===== src/rtl/piso_shift_register_if.sv =====
// Parallel-load / serial-out bus between a word producer and the PISO register.
interface piso_shift_register_if #(
  parameter int WIDTH = 8
);
  localparam int CW = $clog2(WIDTH + 1);

  logic             load;
  logic [WIDTH-1:0] data;
  logic             value;
  logic             valid;
  logic             last;
  logic [CW-1:0]    busy_count;

  modport master (
    output load, data,
    input  value, valid, last, busy_count
  );

  modport slave (
    input  load, data,
    output value, valid, last, busy_count
  );
endinterface


===== src/rtl/piso_shift_register.sv =====
// Parallel-in/serial-out shift register with valid/last framing and a remaining-bit count.
module piso_shift_register #(
  parameter int WIDTH     = 8,
  parameter bit MSB_FIRST = 1'b1
) (
  input  logic                  clk,
  input  logic                  rst,
  piso_shift_register_if.slave  bus
);
  localparam int CW = $clog2(WIDTH + 1);

  logic [WIDTH-1:0] sreg_q, sreg_d;
  logic [CW-1:0]    cnt_q, cnt_d;

  always_comb begin
    sreg_d = sreg_q;
    cnt_d  = cnt_q;
    if (bus.load) begin
      sreg_d = bus.data;
      cnt_d  = CW'(WIDTH);
    end else if (cnt_q != '0) begin
      // Zeros are shifted in so value drops to 0 once the word is exhausted.
      if (MSB_FIRST) sreg_d = {sreg_q[WIDTH-2:0], 1'b0};
      else           sreg_d = {1'b0, sreg_q[WIDTH-1:1]};
      cnt_d = cnt_q - CW'(1);
    end
  end

  always_ff @(posedge clk or posedge rst) begin
    if (rst) begin
      sreg_q <= '0;
      cnt_q  <= '0;
    end else begin
      sreg_q <= sreg_d;
      cnt_q  <= cnt_d;
    end
  end

  assign bus.value      = MSB_FIRST ? sreg_q[WIDTH-1] : sreg_q[0];
  assign bus.valid      = (cnt_q != '0);
  assign bus.last       = (cnt_q == CW'(1));
  assign bus.busy_count = cnt_q;
endmodule


===== src/flat_wrapper.sv =====
// flat-port wrapper written by rule: the top's interface ports become plain ports
module piso_shift_register_flat 
#(
  parameter int WIDTH     = 8,
  parameter bit MSB_FIRST = 1'b1
)
  (clk, rst, bus_load, bus_data, bus_value, bus_valid, bus_last, bus_busy_count);
  piso_shift_register_if #(.WIDTH(WIDTH)) bus_i ();
  input  logic clk;
  input  logic rst;
  input wire logic [$bits(bus_i.load)-1:0] bus_load;
  input wire logic [$bits(bus_i.data)-1:0] bus_data;
  output wire logic [$bits(bus_i.value)-1:0] bus_value;
  output wire logic [$bits(bus_i.valid)-1:0] bus_valid;
  output wire logic [$bits(bus_i.last)-1:0] bus_last;
  output wire logic [$bits(bus_i.busy_count)-1:0] bus_busy_count;
  assign bus_i.load = bus_load;
  assign bus_i.data = bus_data;
  assign bus_value = bus_i.value;
  assign bus_valid = bus_i.valid;
  assign bus_last = bus_i.last;
  assign bus_busy_count = bus_i.busy_count;
  piso_shift_register #(.WIDTH(WIDTH), .MSB_FIRST(MSB_FIRST)) u_core (.clk(clk), .rst(rst), .bus(bus_i));
endmodule

===== config.mk =====
export PLATFORM = sky130hd
export DESIGN_NAME = piso_shift_register_flat
export DESIGN_NICKNAME = d
export VERILOG_FILES = /design/src/rtl/piso_shift_register_if.sv /design/src/rtl/piso_shift_register.sv /design/src/flat_wrapper.sv
export SDC_FILE = /design/constraint.sdc
export NUM_CORES = 1
export LEC_CHECK = 0
export BUFFER_PORTS_ARGS = -buffer_cell sky130_fd_sc_hd__buf_2
export CAP_MARGIN = 5
export CORE_UTILIZATION = 34
export DETAILED_ROUTE_END_ITERATION = 10
export MAX_ROUTING_LAYER = met4
export PLACE_DENSITY_LB_ADDON = 0.3
export SKIP_LAST_GASP = 1
export SYNTH_ARGS = -nofsm -noshare
export SYNTH_HDL_FRONTEND = slang
export SYNTH_SLANG_ARGS = --single-unit
export TNS_END_PERCENT = 10

===== constraint.sdc =====
create_clock -name clk -period 3.6 [get_ports clk]
set_input_delay 0.72 -clock clk [delete_from_list [all_inputs] [get_ports clk]]
set_output_delay 0.72 -clock clk [all_outputs]
set_load 0.1 [all_outputs]

# [Yosys cells after proc, flatten, opt, wreduce, memory -nomap -nowiden]
# Cells that the tools add are included.
[op_classes] addsub=1 n_eq_ne=1 n_mux=4 n_reduce_logical=2
[op_table] op="8-bit 2-to-1 mux" n=2
[op_table] op="4-bit 2-to-1 mux" n=2
[op_table] op="4-bit by 1-bit == test with 1-bit output (second input constant)" n=1
[op_table] op="4-bit nonzero test" n=1
[op_table] op="4-bit by 1-bit subtractor with 4-bit output (second input constant)" n=1
[op_table] op="2-bit nonzero test" n=1
[word_totals] regBits=12 in_bits=11 output_inout_bits=7 wordCells=10

# [Logic depth before layout (Yosys ltp)]
# Gate-level depths: netlist (run 1).
[logic_depth] ltp_word=3 depth_mapped=6 ltp_nobuf=6

# [Worst setup path before layout (run 1)]
# OpenSTA, ideal clock, no wires.
[synth_timing] path_kind="register to output" start="register u_core.cnt_q[0], in the netlist u_core.bus.busy_count[0]" end="output port bus_last" t_arrival_ns=3.379 required_ns=2.880 slack_ns=-0.499 path_stages_with_launch=3 n_path_buf=0 path_cell_list="dfrtp_1 > ha_1 > nor3b_1"
[synth_between] elab_chain_cells=1
[synth_rtl] item="from (decl)" line_no="piso_shift_register.sv:13" source="logic [CW-1:0] cnt_q, cnt_d;"
[synth_rtl] item="from (signal assigned)" line_no="piso_shift_register.sv:35" source="cnt_q <= cnt_d;"
[synth_rtl] item="4-bit by 1-bit == test with 1-bit output" line_no="piso_shift_register.sv:41" source="assign bus.last = (cnt_q == CW'(1));"
[synth_rtl] item="to (decl)" line_no="flat_wrapper.sv:15" source="output wire logic [$bits(bus_i.last)-1:0] bus_last;"
# Every way passes these cells.

# [Worst setup path after layout (run 1)]
[layout_timing] start="register u_core.cnt_q[0], in the netlist u_core.bus.busy_count[0]" end="output port bus_valid"
[layout_between] elab_chain_cells=1
[layout_rtl] item="4-bit nonzero test" line_no="piso_shift_register.sv:40" source="assign bus.valid = (cnt_q != '0);"
[layout_rtl] item="to (decl)" line_no="flat_wrapper.sv:14" source="output wire logic [$bits(bus_i.valid)-1:0] bus_valid;"
# Every way passes these cells.

==> results of run 1 <==
## power by group through the flow
stage	registers (W)	clock network (W)	logic, W
6_report	0.000213	0.000108	0.000400
5_1_grt	0.000220	0.000119	0.000420
4_1_cts	0.000214	0.000113	0.000404
3_5_place_dp	0.000217	0	0.000401
3_3_place_gp	0.000214	0	0.000401
2_1_floorplan	0.000374	0	0.000180
## area by class of cell
cell class              count  area, µm²  share of cell area
clock buffers               4       36.3              0.0492
inverters                   4       17.5              0.0238
multi-input cells          45        278               0.377
flip-flops and latches     12        300               0.407
well taps                  16       20.0              0.0272
repair buffers             17       85.1               0.115
## critical path: stages, from the launching register on
cell and delay [ns]:
dfrtp_1 0.42, inv_1 0.10, ha_1 0.21, nor3b_4 0.46, inv_4 0.12, buf_2 0.32
## cell usage after synthesis (all sizes together)
library cell,number
a21oi,15
nor3,1
ha,2
o21ai,1
nor2,2
nand2,9
nand2b,1
inv,4
nor3b,2
buf,1
nand3b,1
dfrtp,12
xnor2,1
a211o,1
a211oi,1
clkbuf,1
or3,1
nor2b,7
## cells by family after synthesis
logic type | Yosys count | share of synthesized area
simple gates | 24 | 0.228
compound gates | 18 | 0.171
flops | 12 | 0.501
buf+inv | 6 | 0.0438
fa+ha+maj | 2 | 0.0417
xor+xnor | 1 | 0.0146
## path summary, 6_finish.rpt
| check | endpoint | cells after the start | slack (ns) |
|---|---|---|---|
| max reg2reg | u_core.bus.busy_count[1]$_DFFE_PP0P_ | 6 | 1.95 |
| min in group clk | u_core.sreg_q[5]$_DFFE_PP0P_ | 2 | 0.51 |
| max in group asynchronous | u_core.sreg_q[3]$_DFFE_PP0P_ | 2 | 2.84 |
| min reg2reg | u_core.sreg_q[5]$_DFFE_PP0P_ | 2 | 0.51 |
| max | bus_valid | 5 | 0.96 |
| min | u_core.sreg_q[0]$_DFFE_PP0P_ | 2 | 0.43 |
## stage by stage
| stage | utilization | hold slack, ns | worst slack [ns] | instances | instance area [µm²] |
|---|---|---|---|---|---|
| global placement | 0.444 | 0.513 | 1.31 | 94 | 701 |
| detailed placement | 0.444 | 0.510 | 1.26 | 94 | 701 |
| floorplan | - | 0.496 | 0.484 | 63 | 604 |
| finish | 0.467 | 0.434 | 0.965 | 98 | 737 |
| global route | 0.467 | 0.480 | 0.823 | 98 | 737 |
| CTS | 0.467 | 0.450 | 0.946 | 98 | 737 |
## layer usage
layer	vias to the layer above	part of all wire	track usage
met5	-	0	-
met4	0	0.0046	0.0182
met3	2	0.058	0.0750
met2	15	0.47	0.227
met1	223	0.47	0.147
li1	247	-	-
## state kept, by name, indices dropped and copies added, names as in the netlist
| register | flops |
|---|---|
| u_core.bus.busy_count | 4 |
| u_core.sreg_q | 8 |
==> summary.md, run 1 <==
| Metric | Value |
|---|---|
| Global-route wire length before repair | `1810 µm` |
| Die area | `1930 µm²` |
| CTS Hold Bufs | `0` |
| Setup crit start kind | `flip-flop` |
| Vias post-DR | `487` |
| CP endpoint kind | `output pin` |
| Leak | `0.356 nW` |
| Setup crit start | `u_core.bus.busy_count[0]$_DFFE_PP0P_` |
| TNS Setup | `0 ns` |
| Internal Power | `0.000329 W` |
| Required time worst endpoint | `2.88 ns` |
| Max Root-Sink Buffers | `2` |
| Nets | `96` |
| Io pins | `18` |
| Detail Route Antenna Nets | `0` |
| PostCTS Resize Cnt | `0` |
| #FFs+latches synth | `12` |
| Fmax | `379 MHz` |
| Post-Synthesis Cells | `63` |
| Commonest non-fill, non-tap cell in the layout | `buf_2` |
| Sw Share | `0.544` |
| Max Fanout on Critical Path | `10` |
| CTS Sinks | `12` |
| Synth cell types | `20` |
| Share of cells above drive strength 1 | `0.317` |
| Initial DRT Pass Iterations | `6` |
| Status | `completed` |
| CTS tree | `done` |
| Clock power share | `0.150` |
| Cell area after synthesis | `599 µm²` |
| Synth-to-Final Area Change | `23.0%` |
| Post-layout min period | `2.64 ns` |
| Commonest non-fill, non-tap cells in the layout | `buf_2 (17), a21oi_1 (15), dfrtp_1 (12)` |
| Core area | `1580 µm²` |
| Cell Rows | `14` |
| Post-DP HPWL | `776 µm` |
| Critical path class | `reg -> out` |
| Final Skew | `0.0109 ns` |
| Post-synthesis sequential area ratio | `0.501` |
| Port Buffers | `17` |
| Worst slew pin tran | `0.481 ns` |
| Max cap viols | `0` |
| Total wire length | `1100 µm` |
| Drt wl/cell | `11.2 µm` |
| GPL Wtd Cong | `0.783` |
| Slew Viols, Final | `0` |
| Sequential Power Share | `0.295` |
| Die Width | `44.0 µm` |
| Gr usage total | `0.137` |
| Worst r2r src | `u_core.bus.busy_count[0]$_DFFE_PP0P_` |
| # Post-CTS Setup Buffers | `0` |
| Combinational Power Share | `0.555` |
| Most area-hungry cell type in the Yosys netlist | `dfrtp_1` |
| Worst-Skew Late Latency | `0.28 ns` |
| Vias in the first global route | `426` |
| DRC | `0` |
| Mapped Avg Cell Area | `9.51 µm²` |
| Worst-path clk slew | `0.08 ns` |
| Pwr Total | `0.000722 W` |
| Post-DR vias/cell | `4.97` |
| Largest net degree at the start of global routing | `21` |
| CTS H-tree lvls | `1` |
| Congestion Overflow GR | `0` |
| Data arrival, critical path | `1.92 ns` |
| Synth top area cells | `dfrtp_1 (50%), a21oi_1 (13%), nor2b_1 (7.3%), nand2_1 (5.6%), ha_1 (4.2%)` |
| Die span in y | `44.0 µm` |
| Synth warnings | `0` |
| RSZ-0062 raised after global routing | `no` |
| Antenna violations before repair | `0` |
| Min-delay worst type | `in -> async` |
| Maximum VDD drop | `0.000399 V` |
| Area share of the largest cell type after synthesis | `0.501` |
| Syn_nets | `76` |
| Fillers | `165` |
| CTS buffer count | `3` |
| Pwr per Cell Area | `979 nW/µm²` |
| Slew headroom | `0.679` |
| Endpoints failing setup | `0` |
| CTS root buf | `clkbuf_4` |
| Initial core utilization | `0.380` |
| Detailed Route Iter0 Violations | `12` |
| Final period utilization | `0.732` |
| Switching power | `0.000393 W` |
| Final hold viol count | `0` |
| N_diodes | `0` |
No activity file was read; power rests on OpenSTA's default activity.
==> inputs of run 2 (changes only) <==
==> constraint.sdc (replaced) <==
create_clock -name clk -period 2.5 [get_ports clk]
set_input_delay 0.5 -clock clk [delete_from_list [all_inputs] [get_ports clk]]
set_output_delay 0.5 -clock clk [all_outputs]
set_load 0.1 [all_outputs]
==> run 2 against run 1 <==
Compared with the run above:
- non-clock buffer count increased by 1
- combinational power increased by 48%
- clock power increased by 43%
- design area increased by 2.0%
- global-route usage decreased by 0.38 points
- first-iteration DRC count decreased by 8.3%
- sequential share of layout area decreased by 0.65 points
- count of clock-buffer cells in the layout unchanged
- wire length increased by 3.1%
- setup slack got worse by 0.64 ns
- worst hold slack got worse by 0.21 ns
==> summary.md, run 2 (same netlist as run 1, synthesis figures left out) <==
| Metric | Value |
|---|---|
| Status | `completed` |
| Io pins | `18 (unchanged)` |
| Min-delay worst type | `in -> async` |
| Worst path slowest cell | `buf_2` |
| Final period utilization | `0.872` |
| Fmax | `459 MHz` |
| Commonest non-fill, non-tap cells in the layout | `buf_2 (17), a21oi_1 (15), dfrtp_1 (11)` |
| Leak | `0.362 nW (+1.7%)` |
| Max cap viols | `0 (unchanged)` |
| Multi-input gate area | `284 µm² (+2.3%)` |
| Post-layout min period | `2.18 ns` |
| Final design utilization | `0.477 (+0.00952)` |
| Post-DR vias/cell | `5.09 (+2.4%)` |
| Detailed Route Iter0 Violations | `11 (-1)` |
| Max Root-Sink Buffers | `2 (unchanged)` |
| Commonest non-fill, non-tap cell in the layout | `buf_2` |
| PostCTS Resize Cnt | `0 (unchanged)` |
| Worst-Skew Late Latency | `0.27 ns (about the same)` |
| # Post-CTS Setup Buffers | `0 (unchanged)` |
| Max Fanout on Critical Path | `10 (unchanged)` |
| Wl on met1 | `513 µm (unchanged)` |
| Antenna violations before repair | `0 (unchanged)` |
| Nets | `97 (+1.0%)` |
| Post-route cell area | `752 µm² (+2.0%)` |
| GPL Wtd Cong | `0.665 (-15%)` |
| Uppermost layer routed | `met3` |
| CTS tree | `done` |
| Worst R2R Path Depth | `6 (unchanged)` |
| Metal2 WL | `549 µm (+7.0%)` |
| Slew headroom | `0.674 (-0.00533)` |
| Port Buffers | `17 (unchanged)` |
| Slew Viols, Final | `0 (unchanged)` |
| Fillers | `163 (-1.2%)` |
| Register area | `302 µm² (+0.42%)` |
| Vias in the first global route | `424 (-0.47%)` |
| Pwr per Cell Area | `1410 nW/µm² (+44%)` |
| Hold_ws | `0.225 ns (-0.209 ns)` |
| CTS buffer count | `3 (unchanged)` |
| Drt wl/cell | `11.4 µm (+2.1%)` |
| Gr usage total | `0.133 (-0.00381)` |
| Core area | `1580 µm² (unchanged)` |
| Final Skew | `0.00277 ns (-0.00814 ns)` |
| Initial core utilization | `0.380 (unchanged)` |
| R2r endpoint | `u_core.bus.busy_count[0]$_DFFE_PP0P_` |
| TNS Setup | `0 ns (unchanged)` |
| Worst slew pin tran | `0.493 ns (+0.0119 ns)` |
| N_diodes | `0 (unchanged)` |
| RSZ-0062 raised after global routing | `no` |
| Max reg flops | `8 (unchanged)` |
| Total wire length | `1130 µm (+3.1%)` |
| Worst path cell trace | `inv_1 -> ha_1 -> nor3b_4 -> inv_4 -> buf_2` |
| DRC | `0 (unchanged)` |
| Met3 Wirelength | `66 µm (+3.1%)` |
| Final hold viol count | `0 (unchanged)` |
| Largest register by flop count | `u_core.sreg_q` |
| Die span in y | `44.0 µm (unchanged)` |
| Share of cells above drive strength 1 | `0.337 (+0.0203)` |
| Worst r2r src | `u_core.bus.busy_count[0]$_DFFE_PP0P_` |
| Cell Rows | `14 (unchanged)` |
| Global-route wire length before repair | `1810 µm (+0.39%)` |
| CP endpoint kind | `output pin` |
| CTS Hold Bufs | `0 (unchanged)` |
| Endpoints failing setup | `0 (unchanged)` |
| Required time worst endpoint | `2.00 ns (-0.88 ns)` |
| Die Width | `44.0 µm (unchanged)` |
| Setup crit start kind | `flip-flop` |
| Data arrival, critical path | `1.68 ns (-0.24 ns)` |
| Initial DRT Pass Iterations | `6 (unchanged)` |
| Flop-to-flop setup slack | `1.00 ns (-0.95 ns)` |
| Largest net degree at the start of global routing | `21 (unchanged)` |
| Critical path class | `reg -> out` |
| Vias post-DR | `504 (+3.5%)` |
| CTS H-tree lvls | `1 (unchanged)` |
| Synth-to-Final Area Change | `25.5%` |
| Post-DP HPWL | `788 µm (+1.6%)` |
| Congestion Overflow GR | `0 (unchanged)` |
| Worst-path clk slew | `0.08 ns (about the same)` |
| Maximum VDD drop | `0.000597 V (+50%)` |
| CP peak stage delay | `0.44 ns (-0.02 ns)` |
| Post-DP Area | `716 µm² (+2.1%)` |
| CTS Sinks | `12 (unchanged)` |
| CTS root buf | `clkbuf_4` |
| Die area | `1930 µm² (unchanged)` |
| Detail Route Antenna Nets | `0 (unchanged)` |
[run 2: cell types whose count changed in the layout (fill, tap and decap cells not counted)]
cell	change
buf_4	+1
dfrtp_1	-1
dfrtp_2	+1
nor3b_2	-1
nor3b_4	+1
[run 2: stage by stage]
stage | setup slack, ns | instances | total power, W
2_1_floorplan | 0.0836 | 63 | 0.000810
3_3_place_gp | 0.638 | 95 | 0.000905
3_5_place_dp | 0.620 | 95 | 0.000912
4_1_cts | 0.314 | 99 | 0.00107
5_1_grt | 0.234 | 99 | 0.00111
6_report | 0.320 | 99 | 0.00106
[run 2: power breakdown]
part | switching [W] | internal, W
clock network | 0.0000660 | 0.0000884
registers | 0.0000622 | 0.000251
logic | 0.000446 | 0.000148
total | 0.000574 | 0.000487
[run 2: layer usage]
layer / up-vias / global-route usage
li1: 250 / -
met1: 233 / 0.157
met2: 21 / 0.212
met3: 0 / 0.0250
met4: 0 / 0.0727
met5: - / -
[run 2: final cells by class]
| class | instances | area share |
|---|---|---|
| Clock buffer | 4 | 0.0483 |
| Inverter | 4 | 0.0233 |
| Multi-Input combinational cell | 45 | 0.378 |
| Sequential cell | 12 | 0.401 |
| Tap cell | 16 | 0.0266 |
| Timing Repair Buffer | 18 | 0.123 |
[run 2: worst max path at each step]
stage / from / end / slack, ns
floorplan: u_core.bus.busy_count[1]$_DFFE_PP0P_ / bus_last / 0.08
global placement: u_core.bus.busy_count[0]$_DFFE_PP0P_ / bus_valid / 0.64
detailed placement: u_core.bus.busy_count[1]$_DFFE_PP0P_ / bus_valid / 0.62
CTS: u_core.bus.busy_count[0]$_DFFE_PP0P_ / bus_valid / 0.31
global route: u_core.bus.busy_count[1]$_DFFE_PP0P_ / bus_valid / 0.23
finish: u_core.bus.busy_count[0]$_DFFE_PP0P_ / bus_valid / 0.32
[run 2: critical path: cells and delay by family, from the launching register on]
family	cells	cell delay, ns
flops	1	0.38
fa+ha+maj	1	0.23
simple gates	1	0.17
buf+inv	3	0.62
==> inputs of run 3 (changes only) <==
--- a/config.mk
+++ b/config.mk
@@ -7,10 +7,11 @@
 export LEC_CHECK = 0
 export BUFFER_PORTS_ARGS = -buffer_cell sky130_fd_sc_hd__buf_2
 export CAP_MARGIN = 5
+export CORE_MARGIN = 5
 export CORE_UTILIZATION = 34
 export DETAILED_ROUTE_END_ITERATION = 10
-export MAX_ROUTING_LAYER = met4
 export PLACE_DENSITY_LB_ADDON = 0.3
+export RECOVER_POWER = 25
 export SKIP_LAST_GASP = 1
 export SYNTH_ARGS = -nofsm -noshare
 export SYNTH_HDL_FRONTEND = slang
==> run 3 against run 2 <==
Compared with the run above:
- global-route usage decreased by 3.3 points
- clock power about the same
- cell count up 9.1%
- register-to-register slack about the same
- sequential power hardly changed
- worst hold slack got worse by 0.0032 ns
==> summary.md, run 3 (same netlist as run 1, synthesis figures left out) <==
| Metric | Value |
|---|---|
| Detailed Route Iter0 Violations | `3 (-8)` |
| GR Util met3 | `0.0258 (+0.000788)` |
| CTS H-tree lvls | `1 (unchanged)` |
| Worst slew pin tran | `0.492 ns (-0.000582 ns)` |
| Required time worst endpoint | `2.00 ns (about the same)` |
| CP endpoint kind | `output pin` |
| Vias post-DR | `492 (-2.4%)` |
| Fmax | `459 MHz (about the same)` |
| CTS tree | `done` |
| Max Root-Sink Buffers | `2 (unchanged)` |
| Commonest non-fill, non-tap cells in the layout | `buf_2 (17), a21oi_1 (15), dfrtp_1 (11)` |
| Detail Route Antenna Nets | `0 (unchanged)` |
| TNS Setup | `0 ns (unchanged)` |
| Slew headroom | `0.674 (about the same)` |
| R2r endpoint | `u_core.bus.busy_count[0]$_DFFE_PP0P_` |
| Die area | `2700 µm² (+40%)` |
| Worst-Skew Late Latency | `0.27 ns (about the same)` |
| DRC | `0 (unchanged)` |
| GPL Wtd Cong | `0.684 (+2.9%)` |
| Endpoints failing setup | `0 (unchanged)` |
| Flop-to-flop setup slack | `1.01 ns (about the same)` |
| CTS Sinks | `12 (unchanged)` |
| Cell Rows | `15 (+1)` |
| Final Skew | `0.00569 ns (+0.00292 ns)` |
| Max Fanout on Critical Path | `10 (unchanged)` |
| Initial core utilization | `0.351 (-0.0292)` |
| Setup crit start | `u_core.bus.busy_count[0]$_DFFE_PP0P_` |
| Leak | `0.362 nW (unchanged)` |
| Drt wl/cell | `10.7 µm (-6.0%)` |
| Total wire length | `1160 µm (+2.6%)` |
| Gr usage total | `0.0996 (-0.0332)` |
| Vias in the first global route | `455 (+7.3%)` |
| CTS Hold Bufs | `0 (unchanged)` |
| Busiest grt layer | `met2` |
| Commonest non-fill, non-tap cell in the layout | `buf_2` |
| Slew Viols, Final | `0 (unchanged)` |
| Hold_ws | `0.222 ns (-0.00316 ns)` |
| Nets | `97 (unchanged)` |
| CTS root buf | `clkbuf_4` |
| Die span in y | `52.0 µm (+18%)` |
| Port Buffers | `17 (unchanged)` |
| Post-layout min period | `2.18 ns (-0.00160 ns)` |
| Initial DRT Pass Iterations | `2 (-4)` |
| Final period utilization | `0.871 (about the same)` |
| Largest net degree at the start of global routing | `21 (unchanged)` |
| Fillers | `186 (+14%)` |
| Maximum VDD drop | `0.000479 V (-20%)` |
| RSZ-0062 raised after global routing | `no` |
| Max cap viols | `0 (unchanged)` |
| Final hold viol count | `0 (unchanged)` |
| Die Width | `52.0 µm (+18%)` |
| Grt met2 use | `0.161 (-0.0509)` |
| Worst R2R Path Depth | `6 (unchanged)` |
| Max reg flops | `8 (unchanged)` |
| Io pins | `18 (unchanged)` |
| Status | `completed` |
| Share of cells above drive strength 1 | `0.337 (unchanged)` |
| Post-DR vias/cell | `4.56 (-11%)` |
| Congestion Overflow GR | `0 (unchanged)` |
| Routing usage on met1 | `0.120 (-0.0372)` |
| Data arrival, critical path | `1.68 ns (about the same)` |
| Min-delay worst type | `in -> async` |
| Global-route wire length before repair | `1960 µm (+8.0%)` |
| # Post-CTS Setup Buffers | `0 (unchanged)` |
| Setup crit start kind | `flip-flop` |
| Pwr per Cell Area | `1380 nW/µm² (-1.9%)` |
| CTS buffer count | `3 (unchanged)` |
| Largest register by flop count | `u_core.sreg_q` |
| Antenna violations before repair | `0 (unchanged)` |
| Synth-to-Final Area Change | `27.3%` |
| Post-DP HPWL | `859 µm (+9.0%)` |
| Core area | `1710 µm² (+8.3%)` |
| Critical path class | `reg -> out` |
| N_diodes | `0 (unchanged)` |
| Worst r2r src | `u_core.bus.busy_count[0]$_DFFE_PP0P_` |
| PostCTS Resize Cnt | `0 (unchanged)` |
| Worst-path clk slew | `0.08 ns (about the same)` |
run 3: cell counts in the layout (fill, tap and decap cells not counted):
Identical to the previous run, type by type.
run 3: per-stage QoR:
step / total power [W] / cells / cell area (µm²) / worst slack (ns) / util
after CTS: 0.00107 / 108 / 763 / 0.295 / 0.447
after global placement: 0.000908 / 104 / 727 / 0.633 / 0.426
after global routing: 0.00112 / 108 / 763 / 0.223 / 0.447
after detailed placement: 0.000913 / 104 / 727 / 0.604 / 0.426
final: 0.00106 / 108 / 763 / 0.322 / 0.447
after floorplan: 0.000810 / 63 / 612 / 0.0836 / -
run 3: cell type report:
type,instances,area [µm²],area share
Timing Repair Buffer,18,92.6,0.121
Clock buffer,4,36.3,0.0475
Tap cell,25,31.3,0.0410
Inverter,4,17.5,0.0230
Sequential cell,12,302,0.395
Multi-Input combinational cell,45,284,0.372
run 3: worst max-delay path: stages, from the launching register on:
cell	delay [ns]
dfrtp_2	0.38
inv_1	0.07
ha_1	0.23
nor3b_4	0.17
inv_4	0.11
buf_2	0.44
run 3: how the worst max path moves through the flow:
| stage | to | slack [ns] | depth (start not counted) |
|---|---|---|---|
| floorplan | bus_last | 0.08 | 3 |
| global placement | bus_valid | 0.63 | 5 |
| detailed placement | bus_valid | 0.60 | 5 |
| CTS | bus_valid | 0.29 | 5 |
| global route | bus_valid | 0.22 | 5 |
| finish | bus_valid | 0.32 | 5 |
run 3: metal layers:
metal	vias up	share of wire
li1	251	-
met4	0	0.013
met5	-	0
met3	2	0.071
met2	13	0.48
met1	226	0.44
run 3: report_power, final:
group | internal, W | total, W | switching (W)
clock | 0.0000885 | 0.000153 | 0.0000644
combinational | 0.000147 | 0.000590 | 0.000442
sequential | 0.000251 | 0.000313 | 0.0000624
total | 0.000487 | 0.00106 | 0.000569
